### src/rtl/limiter_safety_ctrl_if.sv
// Host configuration bus for the limiter control block: write handshake plus commit strobe.
interface limiter_safety_ctrl_if;
  logic        cfg_valid;
  logic        cfg_ready;
  logic [1:0]  cfg_addr;
  logic [23:0] cfg_data;
  logic        cfg_commit;

  modport master (output cfg_valid, output cfg_addr, output cfg_data, output cfg_commit,
                  input cfg_ready);
  modport slave  (input cfg_valid, input cfg_addr, input cfg_data, input cfg_commit,
                  output cfg_ready);
endinterface

### src/rtl/limiter_safety_ctrl.sv
// Limiter parameter staging/commit and exposure-protection FSM that halves the
// threshold after sustained limiting and ramps it back once the signal is quiet.
module limiter_safety_ctrl #(
  parameter int          EXPOSURE_LEN      = 48000,
  parameter int          RECOVER_LEN       = 24000,
  parameter int          CNT_W             = 16,
  parameter logic [23:0] DEFAULT_THRESHOLD = 24'h600000
) (
  input  logic                  clk,
  input  logic                  rst_n,
  limiter_safety_ctrl_if.slave  cfg,
  input  logic                  sample_valid,
  input  logic                  limiting_active,
  output logic                  lim_enable,
  output logic [23:0]           limit_threshold,
  output logic [7:0]            ratio,
  output logic [15:0]           attack_time,
  output logic [15:0]           release_time,
  output logic                  protect_active,
  output logic [7:0]            protect_events
);

  typedef enum logic [1:0] {S_NORMAL, S_PROTECT, S_RECOVER} state_t;

  state_t             state_q, state_d;
  logic [CNT_W-1:0]   exp_cnt_q, exp_cnt_d, rec_cnt_q, rec_cnt_d;
  logic [23:0]        ramp_q, ramp_d;
  logic [7:0]         events_q, events_d;
  logic               lim_en_q, lim_en_d;
  logic               pending_q, pending_d;
  logic [23:0]        stg_thr_q, stg_thr_d, com_thr_q, com_thr_d;
  logic [7:0]         stg_ratio_q, stg_ratio_d, com_ratio_q, com_ratio_d;
  logic [15:0]        stg_att_q, stg_att_d, com_att_q, com_att_d;
  logic [15:0]        stg_rel_q, stg_rel_d, com_rel_q, com_rel_d;

  logic [CNT_W-1:0]   exp_inc, rec_inc;
  logic [23:0]        ramp_base;
  logic [24:0]        ramp_sum;

  always_comb begin
    state_d     = state_q;
    exp_cnt_d   = exp_cnt_q;
    rec_cnt_d   = rec_cnt_q;
    ramp_d      = ramp_q;
    events_d    = events_q;
    lim_en_d    = lim_en_q;
    pending_d   = pending_q;
    stg_thr_d   = stg_thr_q;
    stg_ratio_d = stg_ratio_q;
    stg_att_d   = stg_att_q;
    stg_rel_d   = stg_rel_q;
    com_thr_d   = com_thr_q;
    com_ratio_d = com_ratio_q;
    com_att_d   = com_att_q;
    com_rel_d   = com_rel_q;
    exp_inc     = (exp_cnt_q == '1) ? exp_cnt_q : exp_cnt_q + CNT_W'(1);
    rec_inc     = (rec_cnt_q == '1) ? rec_cnt_q : rec_cnt_q + CNT_W'(1);
    ramp_base   = '0;
    ramp_sum    = '0;

    if (cfg.cfg_valid && !pending_q) begin
      case (cfg.cfg_addr)
        2'd0:    stg_thr_d   = cfg.cfg_data;
        2'd1:    stg_ratio_d = cfg.cfg_data[7:0];
        2'd2:    stg_att_d   = cfg.cfg_data[15:0];
        default: stg_rel_d   = cfg.cfg_data[15:0];
      endcase
    end

    // pending_q only rises the cycle after the strobe, so a sample in the commit cycle never applies it
    if (cfg.cfg_commit && !pending_q) pending_d = 1'b1;
    if (pending_q && sample_valid) begin
      com_thr_d   = stg_thr_q;
      com_ratio_d = stg_ratio_q;
      com_att_d   = stg_att_q;
      com_rel_d   = stg_rel_q;
      lim_en_d    = 1'b1;
      pending_d   = 1'b0;
    end

    if (state_q == S_RECOVER && ramp_q > com_thr_d) ramp_d = com_thr_d;

    if (sample_valid && lim_en_q) begin
      case (state_q)
        S_NORMAL: begin
          if (!limiting_active) begin
            exp_cnt_d = '0;
          end else if (exp_inc >= CNT_W'(EXPOSURE_LEN)) begin
            state_d   = S_PROTECT;
            exp_cnt_d = '0;
            events_d  = (events_q == 8'hFF) ? events_q : events_q + 8'd1;
          end else begin
            exp_cnt_d = exp_inc;
          end
        end
        S_PROTECT: begin
          if (limiting_active) begin
            rec_cnt_d = '0;
          end else if (rec_inc >= CNT_W'(RECOVER_LEN)) begin
            state_d   = S_RECOVER;
            rec_cnt_d = '0;
            ramp_d    = com_thr_d >> 1;
          end else begin
            rec_cnt_d = rec_inc;
          end
        end
        default: begin
          if (limiting_active) begin
            state_d   = S_PROTECT;
            rec_cnt_d = '0;
          end else begin
            ramp_base = (ramp_q > com_thr_d) ? com_thr_d : ramp_q;
            ramp_sum  = {1'b0, ramp_base} + {1'b0, com_thr_d >> 4};
            if (ramp_sum >= {1'b0, com_thr_d}) begin
              ramp_d  = com_thr_d;
              state_d = S_NORMAL;
            end else begin
              ramp_d  = ramp_sum[23:0];
            end
          end
        end
      endcase
    end
  end

  always_ff @(posedge clk or negedge rst_n) begin
    if (!rst_n) begin
      state_q     <= S_NORMAL;
      exp_cnt_q   <= '0;
      rec_cnt_q   <= '0;
      ramp_q      <= '0;
      events_q    <= '0;
      lim_en_q    <= 1'b0;
      pending_q   <= 1'b0;
      stg_thr_q   <= DEFAULT_THRESHOLD;
      stg_ratio_q <= 8'h40;
      stg_att_q   <= 16'h0040;
      stg_rel_q   <= 16'h0004;
      com_thr_q   <= DEFAULT_THRESHOLD;
      com_ratio_q <= 8'h40;
      com_att_q   <= 16'h0040;
      com_rel_q   <= 16'h0004;
    end else begin
      state_q     <= state_d;
      exp_cnt_q   <= exp_cnt_d;
      rec_cnt_q   <= rec_cnt_d;
      ramp_q      <= ramp_d;
      events_q    <= events_d;
      lim_en_q    <= lim_en_d;
      pending_q   <= pending_d;
      stg_thr_q   <= stg_thr_d;
      stg_ratio_q <= stg_ratio_d;
      stg_att_q   <= stg_att_d;
      stg_rel_q   <= stg_rel_d;
      com_thr_q   <= com_thr_d;
      com_ratio_q <= com_ratio_d;
      com_att_q   <= com_att_d;
      com_rel_q   <= com_rel_d;
    end
  end

  always_comb begin
    case (state_q)
      S_PROTECT: limit_threshold = com_thr_q >> 1;
      S_RECOVER: limit_threshold = ramp_q;
      default:   limit_threshold = com_thr_q;
    endcase
  end

  assign cfg.cfg_ready      = !pending_q;
  assign lim_enable         = lim_en_q;
  assign ratio              = com_ratio_q;
  assign attack_time        = com_att_q;
  assign release_time       = com_rel_q;
  assign protect_active     = (state_q != S_NORMAL);
  assign protect_events     = events_q;

endmodule

### src/flat_wrapper.sv
// flat-port wrapper written by rule: the top's interface ports become plain ports
module limiter_safety_ctrl_flat 
#(
  parameter int          EXPOSURE_LEN      = 48000,
  parameter int          RECOVER_LEN       = 24000,
  parameter int          CNT_W             = 16,
  parameter logic [23:0] DEFAULT_THRESHOLD = 24'h600000
)
  (clk, rst_n, sample_valid, limiting_active, lim_enable, limit_threshold, ratio, attack_time, release_time, protect_active, protect_events, cfg_cfg_valid, cfg_cfg_addr, cfg_cfg_data, cfg_cfg_commit, cfg_cfg_ready);
  limiter_safety_ctrl_if cfg_i ();
  input  logic clk;
  input  logic rst_n;
  input  logic sample_valid;
  input  logic limiting_active;
  output logic lim_enable;
  output logic [23:0] limit_threshold;
  output logic [7:0] ratio;
  output logic [15:0] attack_time;
  output logic [15:0] release_time;
  output logic protect_active;
  output logic [7:0] protect_events;
  input wire logic [$bits(cfg_i.cfg_valid)-1:0] cfg_cfg_valid;
  input wire logic [$bits(cfg_i.cfg_addr)-1:0] cfg_cfg_addr;
  input wire logic [$bits(cfg_i.cfg_data)-1:0] cfg_cfg_data;
  input wire logic [$bits(cfg_i.cfg_commit)-1:0] cfg_cfg_commit;
  output wire logic [$bits(cfg_i.cfg_ready)-1:0] cfg_cfg_ready;
  assign cfg_i.cfg_valid = cfg_cfg_valid;
  assign cfg_i.cfg_addr = cfg_cfg_addr;
  assign cfg_i.cfg_data = cfg_cfg_data;
  assign cfg_i.cfg_commit = cfg_cfg_commit;
  assign cfg_cfg_ready = cfg_i.cfg_ready;
  limiter_safety_ctrl #(.EXPOSURE_LEN(EXPOSURE_LEN), .RECOVER_LEN(RECOVER_LEN), .CNT_W(CNT_W), .DEFAULT_THRESHOLD(DEFAULT_THRESHOLD)) u_core (.clk(clk), .rst_n(rst_n), .cfg(cfg_i), .sample_valid(sample_valid), .limiting_active(limiting_active), .lim_enable(lim_enable), .limit_threshold(limit_threshold), .ratio(ratio), .attack_time(attack_time), .release_time(release_time), .protect_active(protect_active), .protect_events(protect_events));
endmodule
### config.mk
export PLATFORM = sky130hd
export DESIGN_NAME = limiter_safety_ctrl_flat
export DESIGN_NICKNAME = d
export VERILOG_FILES = /design/src/rtl/limiter_safety_ctrl_if.sv /design/src/rtl/limiter_safety_ctrl.sv /design/src/flat_wrapper.sv
export SDC_FILE = /design/constraint.sdc
export NUM_CORES = 1
export LEC_CHECK = 0
export ABC_AREA = 1
export BUFFER_PORTS_ARGS = -buffer_cell sky130_fd_sc_hd__buf_2
export CAP_MARGIN = 20
export CORE_MARGIN = 3
export CORE_UTILIZATION = 48
export DETAILED_ROUTE_END_ITERATION = 10
export MAX_ROUTING_LAYER = met4
export PLACE_DENSITY = 0.68
export SYNTH_ARGS = -nofsm -noshare
export SYNTH_HDL_FRONTEND = slang
export SYNTH_SLANG_ARGS = --single-unit
### constraint.sdc
create_clock -name clk -period 19.4 [get_ports clk]
set_input_delay 4.85 -clock clk [delete_from_list [all_inputs] [get_ports clk]]
set_output_delay 4.85 -clock clk [all_outputs]
set_load 0.01 [all_outputs]
Yosys cells after proc, flatten, opt, wreduce, memory -nomap -nowiden:

Cells that the tools add are included.

* add/subtract/negate cells: 4
* order comparisons: 4
* equal/unequal tests: 11
* muxes and demuxes: 27
* bitwise gates (word level): 3
* reduce and logical (&&, ||, !) cells: 21

Operators by type and width (number)
* 24-bit 2-to-1 mux: 8
* 16-bit 2-to-1 mux: 7
* 24-bit case mux with 2 select lines: 2
* 16-bit by 1-bit adder with 16-bit output (second input constant): 2
* 16-bit == test (second input constant): 2
* 16-bit case mux with 2 select lines: 1
* 24-bit by 20-bit adder with 25-bit output: 1
* 25-bit by 24-bit greater-or-equal comparator with 1-bit output: 1
* 24-bit > comparator: 1
* 16-bit by 15-bit greater-or-equal comparator with 1-bit output (second input constant): 1
* 16-bit greater-or-equal comparator (second input constant): 1
* 2-bit 2-to-1 mux: 6
* 2-bit AND reduction: 5
* 8-bit by 1-bit adder with 8-bit output (second input constant): 1
* 8-bit == test (second input constant): 1
* 6-bit AND reduction: 1
* 2-bit nonzero test: 3
* 1-bit logical AND: 5
* 5-bit AND reduction: 1
* 2-bit by 1-bit == test with 1-bit output (second input constant): 2
* 2-bit == test (second input constant): 2
* 2-bit zero test: 2
* 2-bit by 1-bit inequality test with 1-bit output (second input constant): 2
* 2-bit inequality test (second input constant): 2
* 7 further kinds: 10

* register bits after elaboration: 196
* input bits: 32
* output and inout bits: 75

Longest topological paths before layout:

* depth in word-level cells: 10
* depth in mapped cells: 48
* mapped depth without buffers: 43

Worst setup path before layout:

Ideal clock, no wire load.

* path type: input port to flip-flop
* start: in sample_valid
* end: reg u_core.ramp_q[17]
* setup time: 0.077 ns
* arrival time: 10.965 ns
* data required time: 19.323 ns
* slack: 8.358 ns
* stages on the path: 47
* path buffers: 6
* cell sequence: nand2_2 -> clkbuf_1 -> clkbuf_1 -> clkbuf_1 -> nand2_1 -> o21ai_0 -> ha_1 -> nand2_1 -> nor2_1 -> nand2_1 -> nor2_1 -> nand4_1 -> nor2_1 -> nand3_2 -> nand2_4 -> buf_6 -> clkbuf_1 -> nor2_1 -> [... 11 more ...] -> nand2_1 -> a21oi_1 -> o21ai_1 -> nand2_1 -> nand2_1 -> nand2_1 -> ha_1 -> nand2_1 -> nor4_1 -> nand4_1 -> nor4_4 -> nor2_4 -> nand2_4 -> buf_6 -> nand2_1 -> nand3_1 -> nand2_1 -> a21oi_1

* cells in the longest elaborated chain, start to end: 10

Ends and longest elaborated chain
* from (decl): line flat_wrapper.sv:13 `input logic sample_valid;`
* 1-bit logical AND: line limiter_safety_ctrl.sv:72 `if (pending_q && sample_valid) begin`
* 24-bit 2-to-1 mux: line limiter_safety_ctrl.sv:72
* 24-bit > comparator: line limiter_safety_ctrl.sv:81, limiter_safety_ctrl.sv:112
* 24-bit 2-to-1 mux: line limiter_safety_ctrl.sv:112 `ramp_base = (ramp_q > com_thr_d) ? com_thr_d : ramp_q;`
* 24-bit by 20-bit adder with 25-bit output: line limiter_safety_ctrl.sv:113 `ramp_sum = {1'b0, ramp_base} + {1'b0, com_thr_d >> 4};`
* 25-bit by 24-bit greater-or-equal comparator with 1-bit output: line limiter_safety_ctrl.sv:114 `if (ramp_sum >= {1'b0, com_thr_d}) begin`
* 24-bit 2-to-1 mux: line limiter_safety_ctrl.sv:114
* 24-bit 2-to-1 mux: line limiter_safety_ctrl.sv:108 `if (limiting_active) begin`
* 24-bit case mux with 2 select lines: line limiter_safety_ctrl.sv:84 `case (state_q)`
* 24-bit 2-to-1 mux *: line limiter_safety_ctrl.sv:83 `if (sample_valid && lim_en_q) begin`
* named net u_core.ramp_d[17]: line limiter_safety_ctrl.sv:27 `logic [23:0] ramp_q, ramp_d;`
* to (signal assigned): line limiter_safety_ctrl.sv:147 `ramp_q <= ramp_d;`
* to (decl): line limiter_safety_ctrl.sv:27

Mark *: on every way through the listed nets, which the timed path passes. The rest lies on a longest branch.
A chain may end at the register's enable or synchronous reset.

Worst setup path after layout:

* start: in sample_valid
* end: reg u_core.ramp_q[13]

* cells in the longest elaborated chain, start to end: 10

Ends and longest elaborated chain
* 1-bit logical AND *: line limiter_safety_ctrl.sv:72
* 24-bit 2-to-1 mux *: line limiter_safety_ctrl.sv:72
* named net u_core.com_thr_d[17]: line limiter_safety_ctrl.sv:31 `logic [23:0] stg_thr_q, stg_thr_d, com_thr_q, com_thr_d;`
* 24-bit > comparator: line limiter_safety_ctrl.sv:81, limiter_safety_ctrl.sv:112
* 24-bit 2-to-1 mux: line limiter_safety_ctrl.sv:112
* 24-bit by 20-bit adder with 25-bit output: line limiter_safety_ctrl.sv:113
* 25-bit by 24-bit greater-or-equal comparator with 1-bit output: line limiter_safety_ctrl.sv:114
* 24-bit 2-to-1 mux: line limiter_safety_ctrl.sv:114
* 24-bit 2-to-1 mux: line limiter_safety_ctrl.sv:108
* 24-bit case mux with 2 select lines: line limiter_safety_ctrl.sv:84
* 24-bit 2-to-1 mux *: line limiter_safety_ctrl.sv:83
* named net u_core.ramp_d[13]: line limiter_safety_ctrl.sv:27

Marks and branches as above.

==> qor.csv <==
stage,metric,value,unit
detailed_routing,via_per_inst,5.64,
synthesis,synth_async_sr_flop_share,100,%
detailed_routing,wl,37200,um
synthesis,synth-seq-cells,196,
timing,rsz0062_at_grt,false,
detailed_routing,firstDrtPassIters,6,
die,die-area,28100,um2
clock_network,cts.sinks,196,
detailed_routing,initialDrtViolationCount,1184,
detailed_routing,wl_met2,17600,um
detailed_routing,drtAntennaViolNets,0,
final_layout,nets,1858,
clock_network,post_cts_buffers,0,
die,rows,58,
timing,max_slew_margin,30.7,%
synthesis,ys_seq_area_share,39.3,%
setup_path,critPathKind,in2reg,
min_path,hold_path_class,reg2reg,
final_layout,syn2layout_area_growth,11.0,%
die,start_util,49.3,%
global_routing,first_global_vias,11300,
place,dpl_worst_slack,6.65,ns
die,die_h,168,um
run,maxCapViolations,0,
synthesis,syn-cell-area,12500,um2
final_layout,regArea,4920,um2
clock_network,cts_tree,done,
status,status,finished clean,
clock_network,htree_num_levels,4,
clock_network,postCtsHoldBufs,0,
global_routing,overflow,0,
clock_network,clk_latency,0.45,ns
timing,setup_viol,0,
final_layout,drive_gt1_share,11.8,%
timing,finalSetupTns,0,ns
clock_network,post_cts_resize_count,0,
clock_network,root_buffer,clkbuf_16,
timing,finalHoldViolations,0,
setup_path,path_max_fanout,87,
final_layout,multi_input_area,6490,um2
place,portBuffers,106,
timing,skew,0.0198,ns
die,core,25400,um2
detailed_routing,dr_wl_met3,2050,um
detailed_routing,drc,0,
global_routing,antenna_found_initial,0,
setup_path,cp-start-kind,input port,
timing,timing.final.crit_share,64.5,%
global_routing,grt_util_all_layers,27.1,%
synthesis,post_synth.cell_area_avg,7.43,um2
clock_network,cts_buffer_depth,2,
setup_path,slowest_delay,0.89,ns
synthesis,syn-num-nets,1788,
synthesis,synth-main-ff-cell,dfrtp_1,
timing,fin_crit,12.52,ns
timing,fmax,79.9,MHz
global_routing,grt_max_degree,88,
clock_network,cts.clk_slew.worst_paths,0.08,ns
setup_path,critPathCaptureType,flip-flop,
timing,setup_slack,6.88,ns
global_routing,grt_pass1_wl,60500,um
place,hpwlAfterDp,26100,um
final_layout,n_fill_cell,2437,
synthesis,netlist-cell-type-count,50,
setup_path,crit_top_cell,nand2_1,
synthesis,synth_edf_count,0,
detailed_routing,post_drt_wl_per_cell,17.7,um
setup_path,critPathRequiredTime,19.77,ns
detailed_routing,wl_met1,16700,um
synthesis,yosysWarnings,0,
timing,final_max_slew_viol_count,0,
setup_path,worst_ep_arrival_time,12.88,ns
final_layout,antenna_cells,0,
detailed_routing,vias,11800,
synthesis,netlist_instances,1685,
timing,max_slew.worst_pin.slew,1.04,ns
die,io_pins,107,
clock_network,cts_buffers,17,
detailed_routing,top_layer,met4,
place,place_congestion,0.971,
die,die_w,168,um
setup_path,crit_slowest_cell,o21ai_0,
## critical path: cells and delay by family
family	cells	cell delay, ns
AO/OA/AOI/OAI	7	1.97
adder cells (fa/ha/maj)	4	1.26
buffers and inverters	4	0.83
AND/OR/NAND/NOR	28	3.87
## layout by cell type, fill, tap and decap left out, drive strengths merged
cell type	n
o31ai	7
xor2	32
o221ai	22
o21ai	191
o32ai	10
xnor2	10
clkbuf	19
nand3	115
o21bai	1
nand2	469
fa	1
a31oi	4
a21o	1
ha	70
clkinvlp	1
or2	2
nor2	91
nor4	8
o21a	2
a21oi	101
mux2	8
nand3b	3
clkinv	10
a221oi	1
a211oi	4
nor3	17
dfstp	10
o211ai	5
nand4	15
dfrtp	186
buf	121
nor3b	1
o22ai	14
a21boi	1
inv	215
## Yosys cell counts, types with 10 or more instances
| master | n | area, um2 |
|---|---|---|
| o32ai_1 | 10 | 87.6 |
| nand2_1 | 457 | 1720 |
| nand4_1 | 14 | 87.6 |
| dfstp_2 | 10 | 263 |
| inv_1 | 207 | 777 |
| o22ai_1 | 14 | 87.6 |
| xnor2_1 | 10 | 87.6 |
| dfrtp_1 | 186 | 4650 |
| a21oi_1 | 99 | 495 |
| nor3_1 | 15 | 75.1 |
| nand3_1 | 112 | 561 |
| o21ai_0 | 182 | 911 |
| nor2_1 | 86 | 323 |
| xor2_1 | 32 | 280 |
| o221ai_1 | 22 | 193 |
| clkbuf_1 | 51 | 191 |
| ha_1 | 70 | 876 |
## layer usage
layer  track usage (%)  up-vias
li1                  -     5692
met1              37.3     5629
met2              42.6      453
met3              3.28       62
met4              8.15        0
met5                 -        -
## final timing paths
check / startpoint / to / slack [ns] / cells past startpoint
min reg2reg: u_core.stg_rel_q[2]$_DFFE_PN1P_ / u_core.release_time[2]$_DFFE_PN1N_ / 0.47 / 2
max in group asynchronous: rst_n / u_core.stg_thr_q[15]$_DFFE_PN0P_ / 13.27 / 4
min in group asynchronous: rst_n / u_core.protect_events[3]$_DFFE_PN0P_ / 4.37 / 1
max reg2reg: u_core.pending_q$_DFFE_PN0P_ / u_core.ramp_q[13]$_DFF_PN0_ / 10.82 / 42
max: sample_valid / u_core.ramp_q[13]$_DFF_PN0_ / 6.88 / 43
min: u_core.stg_rel_q[2]$_DFFE_PN1P_ / u_core.release_time[2]$_DFFE_PN1N_ / 0.47 / 2
## cell type report
cell class,instances,share of cell area [%]
flip-flops and latches,196,35.4
inverters,212,5.72
repair buffers,122,4.99
well taps,330,2.97
multi-input cells,1206,46.7
clock buffers,18,3.09
clock inverters,14,1.15
## cells by family (layout without fill, tap and decap cells)
logic type | count (synthesis) | in the layout | share of synthesized area, %
compound gates | 364 | 364 | 16.3
xor+xnor | 42 | 42 | 2.94
fa+ha+maj | 71 | 71 | 7.15
buf+inv | 283 | 366 | 8.89
flops | 196 | 196 | 39.3
mux | 8 | 8 | 0.719
simple gates | 721 | 721 | 24.7
## state kept, by name (all words and copies together), names as in the netlist
| signal | cells |
|---|---|
| u_core.attack_time | 16 |
| u_core.state_q | 2 |
| u_core.pending_q | 1 |
| u_core.release_time | 16 |
| u_core.exp_cnt_q | 16 |
| u_core.stg_thr_q | 24 |
| u_core.ramp_q | 24 |
| u_core.ratio | 8 |
| u_core.stg_att_q | 16 |
| u_core.stg_rel_q | 16 |
| u_core.com_thr_q | 24 |
| u_core.stg_ratio_q | 8 |
| u_core.lim_enable | 1 |
| u_core.protect_events | 8 |
| u_core.rec_cnt_q | 16 |
## through the flow
stage | cell area (um2) | cells | hold slack (ns) | util, %
3_5_place_dp | 13200 | 2062 | 0.454 | 52.2
5_1_grt | 13900 | 2098 | 0.487 | 54.7
3_3_place_gp | 13200 | 2062 | 0.451 | 52.2
4_1_cts | 13800 | 2094 | 0.469 | 54.5
6_report | 13900 | 2098 | 0.468 | 54.7
2_1_floorplan | 12500 | 1685 | 0.442 | -
Power is not shown: default switching activity piles up to over one toggle a cycle in this logic, so the estimate is an artifact.
